`src/rtl/control_sequencer.sv`:
```
// Multi-cycle microsequencer: fetch/decode/execute/load-writeback control for the
// 16-bit, 16-opcode datapath. Also keeps a retired-instruction count and a sticky illegal flag.
module control_sequencer #(
    parameter int IMM_W = 8,
    parameter int CNT_W = 16
) (
    input  logic             clock,
    input  logic             reset,
    input  logic [15:0]      IR_OUT,
    input  logic [3:0]       status,
    output logic [2:0]       NS,
    output logic [3:0]       SA,
    output logic [3:0]       SB,
    output logic [3:0]       DA,
    output logic             WR,
    output logic [4:0]       FS,
    output logic             C0,
    output logic             DP_RST,
    output logic             PCSEL,
    output logic [1:0]       PS,
    output logic             EN_PC,
    output logic             ENADDRESS_PC,
    output logic             EN_ALU,
    output logic             ENADDRESS_ALU,
    output logic             IR_EN,
    output logic             MW,
    output logic             MR,
    output logic             BSEL,
    output logic             ROM_EN,
    output logic [15:0]      K,
    output logic [CNT_W-1:0] retired,
    output logic             illegal
);
    typedef enum logic [2:0] {
        S_RST    = 3'b000,
        S_FETCH  = 3'b001,
        S_DECODE = 3'b010,
        S_EXEC   = 3'b011,
        S_LDWB   = 3'b100,
        S_HALT   = 3'b111
    } state_t;

    localparam logic [3:0] OP_NOP = 4'h0, OP_ADD = 4'h1, OP_SUB = 4'h2, OP_AND = 4'h3,
                           OP_OR  = 4'h4, OP_XOR = 4'h5, OP_MOV = 4'h6, OP_LDI = 4'h7,
                           OP_LD  = 4'h8, OP_ST  = 4'h9, OP_BZ  = 4'hA, OP_BN  = 4'hB,
                           OP_JMP = 4'hC, OP_HLT = 4'hF;

    localparam logic [4:0] FS_PASSA = 5'b00000, FS_ADD = 5'b00010, FS_SUB = 5'b00101,
                           FS_PASSB = 5'b01000, FS_AND = 5'b01100, FS_OR  = 5'b01101,
                           FS_XOR   = 5'b01110;

    state_t           state, state_nxt;
    logic             retire;
    logic [3:0]       op;
    logic [IMM_W-1:0] imm;
    logic [15:0]      k_zext, k_sext;

    assign op     = IR_OUT[15:12];
    assign imm    = IR_OUT[IMM_W-1:0];
    assign k_zext = 16'(imm);
    assign k_sext = 16'($signed(imm));
    assign NS     = state;

    always_ff @(posedge clock or negedge reset) begin
        if (!reset) begin
            state   <= S_RST;
            retired <= '0;
            illegal <= 1'b0;
        end else begin
            state <= state_nxt;
            if (retire)
                retired <= retired + CNT_W'(1);
            // D and E are the only unassigned opcodes; they fall through to EXEC as NOP
            if (state == S_DECODE && (op == 4'hD || op == 4'hE))
                illegal <= 1'b1;
        end
    end

    always_comb begin
        state_nxt     = state;
        retire        = 1'b0;
        {DA, SA, SB}  = '0;
        WR            = 1'b0;
        FS            = FS_PASSA;
        C0            = 1'b0;
        DP_RST        = 1'b0;
        PCSEL         = 1'b0;
        PS            = 2'b00;
        EN_PC         = 1'b0;
        ENADDRESS_PC  = 1'b0;
        EN_ALU        = 1'b0;
        ENADDRESS_ALU = 1'b0;
        IR_EN         = 1'b0;
        MW            = 1'b0;
        MR            = 1'b0;
        BSEL          = 1'b0;
        ROM_EN        = 1'b0;
        K             = '0;
        if (state != S_RST)
            {DA, SA, SB} = IR_OUT[11:0];
        case (state)
            S_RST: begin
                DP_RST    = 1'b1;
                state_nxt = S_FETCH;
            end
            S_FETCH: begin
                ROM_EN       = 1'b1;
                ENADDRESS_PC = 1'b1;
                IR_EN        = 1'b1;
                state_nxt    = S_DECODE;
            end
            S_DECODE: state_nxt = (op == OP_HLT) ? S_HALT : S_EXEC;
            S_EXEC: begin
                retire    = (op != OP_LD);
                state_nxt = (op == OP_LD) ? S_LDWB : S_FETCH;
                EN_PC     = (op != OP_LD);
                PS        = 2'b01;
                case (op)
                    OP_ADD, OP_SUB, OP_AND, OP_OR, OP_XOR, OP_MOV: begin
                        EN_ALU = 1'b1;
                        WR     = 1'b1;
                        C0     = (op == OP_SUB);
                        case (op)
                            OP_ADD:  FS = FS_ADD;
                            OP_SUB:  FS = FS_SUB;
                            OP_AND:  FS = FS_AND;
                            OP_OR:   FS = FS_OR;
                            OP_XOR:  FS = FS_XOR;
                            default: FS = FS_PASSA;
                        endcase
                    end
                    OP_LDI: begin
                        BSEL   = 1'b1;
                        FS     = FS_PASSB;
                        K      = k_zext;
                        EN_ALU = 1'b1;
                        WR     = 1'b1;
                    end
                    OP_LD: begin
                        EN_ALU        = 1'b1;
                        ENADDRESS_ALU = 1'b1;
                        MR            = 1'b1;
                        PS            = 2'b00;
                    end
                    OP_ST: begin
                        ENADDRESS_ALU = 1'b1;
                        MW            = 1'b1;
                    end
                    OP_BZ, OP_BN: begin
                        K = k_sext;
                        // flags are live here: only the value present in EXEC decides the branch
                        if ((op == OP_BZ) ? status[0] : status[1]) begin
                            PS    = 2'b10;
                            PCSEL = 1'b1;
                        end
                    end
                    OP_JMP: PS = 2'b11;
                    default: ;
                endcase
            end
            S_LDWB: begin
                MR        = 1'b1;
                WR        = 1'b1;
                EN_PC     = 1'b1;
                PS        = 2'b01;
                retire    = 1'b1;
                state_nxt = S_FETCH;
            end
            S_HALT: state_nxt = S_HALT;
            default: state_nxt = S_RST;
        endcase
    end
endmodule

```
`config.mk`:
```
export PLATFORM = sky130hd
export DESIGN_NAME = control_sequencer
export DESIGN_NICKNAME = d
export VERILOG_FILES = /design/src/rtl/control_sequencer.sv
export SDC_FILE = /design/constraint.sdc
export NUM_CORES = 1
export LEC_CHECK = 0
export BUFFER_PORTS_ARGS = -buffer_cell sky130_fd_sc_hd__buf_2
export CAP_MARGIN = 40
export CORE_ASPECT_RATIO = 1.25
export CORE_MARGIN = 10
export CORE_UTILIZATION = 46
export CTS_CLUSTER_DIAMETER = 50
export DETAILED_ROUTE_END_ITERATION = 10
export PLACE_DENSITY = 0.84
export SYNTH_ARGS = -nofsm -noshare
export SYNTH_HDL_FRONTEND = slang
export SYNTH_SLANG_ARGS = --single-unit
```
`constraint.sdc`:
```
create_clock -name clock -period 2.7 [get_ports clock]
set_input_delay 0.27 -clock clock [delete_from_list [all_inputs] [get_ports clock]]
set_output_delay 0.27 -clock clock [all_outputs]
set_load 0.02 [all_outputs]
```
==> results.py <==
metrics = {
    "clock_tree": {
        "clkLatencyLatePin_ns": 0.30,
        "cts_buffer_depth": 2,
        "root_buffer": "clkbuf_4",
        "cts_sinks": 20,
        "cts_tree": "done",
        "clkTransAtPathRegs_ns": 0.10,
        "cts_buffers": 3,
        "cts_htree_levels": 1,
    },
    "routing": {
        "drtIter0Drc": 33,
        "avgRoutedWirePerCell_um": 14.6,
        "ant_nets": 0,
        "wirelength_um": 4000,
        "drc": 0,
        "viasPerCell": 5.02,
        "firstDrtPassIters": 4,
        "route.vias.total": 1375,
    },
    "timing": {
        "rsz0062_at_grt": "no",
        "skew_ns": 0.00627,
        "finalSetupTns_ns": 0,
        "slew_violations": 0,
        "finalCritPeriodShare_pct": 85.9,
        "fmax_mhz": 431,
        "finalHoldViolations": 0,
        "setup_viol": 0,
        "fin_crit_ns": 2.32,
        "whs_ns": 0.365,
        "fin_ws_ns": 0.381,
    },
    "logic_synthesis": {
        "synth_top_area_share_pct": 35.2,
        "synth_flop_cell": "dfrtp_1",
        "synth-seq-area-share_pct": 35.2,
        "yosysUniqueCellTypes": 39,
        "async_flop_share_pct": 100,
        "synth_edf_count": 0,
        "synth_nets": 186,
        "avgSynthCellArea_um2": 8.73,
        "ys_warn_count": 0,
        "synth_cells": 163,
        "synth_seq_cells": 20,
        "yosys-top-cells-area": "dfrtp_1 35%, nor2b_1 5.7%, buf_4 5.3%",
        "synth_area_um2": 1420,
        "synth_largest_area_cell": "dfrtp_1",
    },
    "worst_setup_path": {
        "cp-end-kind": "primary output",
        "worstPathMaxFanout": 12,
        "cp-start-kind": "register",
        "critical_path_arrival_ns": 2.05,
        "crit_required_ns": 2.43,
        "crit_type": "reg -> out",
    },
    "worst_hold_path": {
        "hp-class": "in -> reg",
    },
    "finish": {
        "final_common_cell": "buf_2",
        "num-nets-final": 262,
        "postLayoutCoreUtil_pct": 62.3,
        "drive_gt1_share_pct": 43.7,
        "insertedDiodeCount": 0,
        "fillers": 276,
        "final_cell_mix": "86 x buf_2, 20 x dfrtp_1, 16 x nand2_1",
        "area_delta_synth_final_pct": 28.9,
    },
    "pwr": {
        "power_mw": 1.54,
        "p_leak_nw": 0.954,
        "power_frac_comb_pct": 57.8,
        "switching_power_mw": 0.783,
        "pwr-share-clk_pct": 11.3,
        "p_seq_share_pct": 31.0,
        "p_int_mw": 0.758,
        "power_density_nw_per_um2": 840,
        "ir_drop_v": 0.000648,
        "swShare_pct": 50.8,
    },
    "die": {
        "io_pins": 90,
        "die_w_um": 69.7,
        "core-area_um2": 2950,
        "dieArea_um2": 5730,
        "rows": 22,
        "die_height_um": 82.2,
        "initial_utilization_pct": 48.3,
    },
    "global_routing": {
        "grt_pass1_vias": 1400,
        "grt_overflow": 0,
        "grt_max_degree": 21,
        "grt_use_total_pct": 13.5,
        "antenna_found_initial": 0,
        "grt_pass1_wl_um": 6600,
    },
    "run": {
        "drv_cap": 0,
    },
    "placement": {
        "portBuffers": 86,
        "dp_hpwl_um": 3350,
        "place.gp.congestion": 0.792,
        "dp_slack_ns": 0.669,
    },
    "status": {
        "run_status": "finished, final reports clean",
    },
}
## per-layer routing
layer	wire, um	global-route usage (%)	share of wire [%]
met1	1610	14.7	40
met2	1940	25.1	49
met3	424	4.53	11
met4	22	3.56	0.55
met5	0	0	0
## area by class of cell
type	instances	area [um^2]	share of cell area [%]
clock buffers	4	36.3	1.98
inverters	3	11.3	0.614
repair buffers	88	448	24.4
multi-input cells	123	793	43.2
well taps	36	45.0	2.46
flip-flops and latches	20	500	27.3
## power groups by stage
stage	registers (mW)	logic, mW	clock network, mW
after floorplan	0.558	0.556	0
after global placement	0.478	0.893	0
after detailed placement	0.480	0.904	0
after CTS	0.477	0.907	0.175
after global routing	0.495	0.981	0.191
final	0.477	0.890	0.173
## state kept, by name, indices dropped and copies added (netlist names)
register	cells
illegal	1
NS	3
retired	16
## cell families after synthesis
family,share of synthesized area [%]
compound gates,6.16
other cells,0.264
flops,35.2
buf+inv,9.06
fa+ha+maj,0.879
xor+xnor,11.0
mux,0.792
simple gates,36.7
## stage by stage
step           instances  area (um^2)
2_1_floorplan        163         1420
3_3_place_gp         269         1790
3_5_place_dp         269         1790
4_1_cts              274         1830
5_1_grt              274         1830
6_report             274         1830
## Yosys cell counts, drive strengths merged (6+ instances only)
master	number
nor2b	13
o21ai	6
and2	8
xnor2	9
xor2	8
nor2	14
dfrtp	20
nor3	7
nand2	16
buf	13
## worst max-delay path: stages, from the launching register on
cell and delay, ns:
dfrtp_1 0.50, nand3b_1 0.33, or2_2 0.38, nor2_1 0.30, buf_2 0.24
## final timing paths
| path | cells past startpoint | slack, ns | start | end |
|---|---|---|---|---|
| max in group asynchronous | 2 | 1.99 | reset | retired[5]$_DFFE_PN0P_ |
| setup reg to reg | 4 | 0.65 | NS[2]$_DFF_PN0_ | retired[6]$_DFFE_PN0P_ |
| hold reg to reg | 1 | 0.48 | retired[15]$_DFFE_PN0P_ | retired[15]$_DFFE_PN0P_ |
| hold / removal | 3 | 0.37 | IR_OUT[15] | illegal$_DFFE_PN0P_ |
| setup / recovery | 4 | 0.38 | NS[2]$_DFF_PN0_ | K[12] |
| min in group asynchronous | 2 | 0.41 | reset | retired[9]$_DFFE_PN0P_ |
## what timing repair did
action	in CTS	in global routing
hold endpoints to repair	20	0
hold buffers	1	0
gates resized for setup	0	0
buffers inserted	0	0
Power figures use the tool's default switching activity.
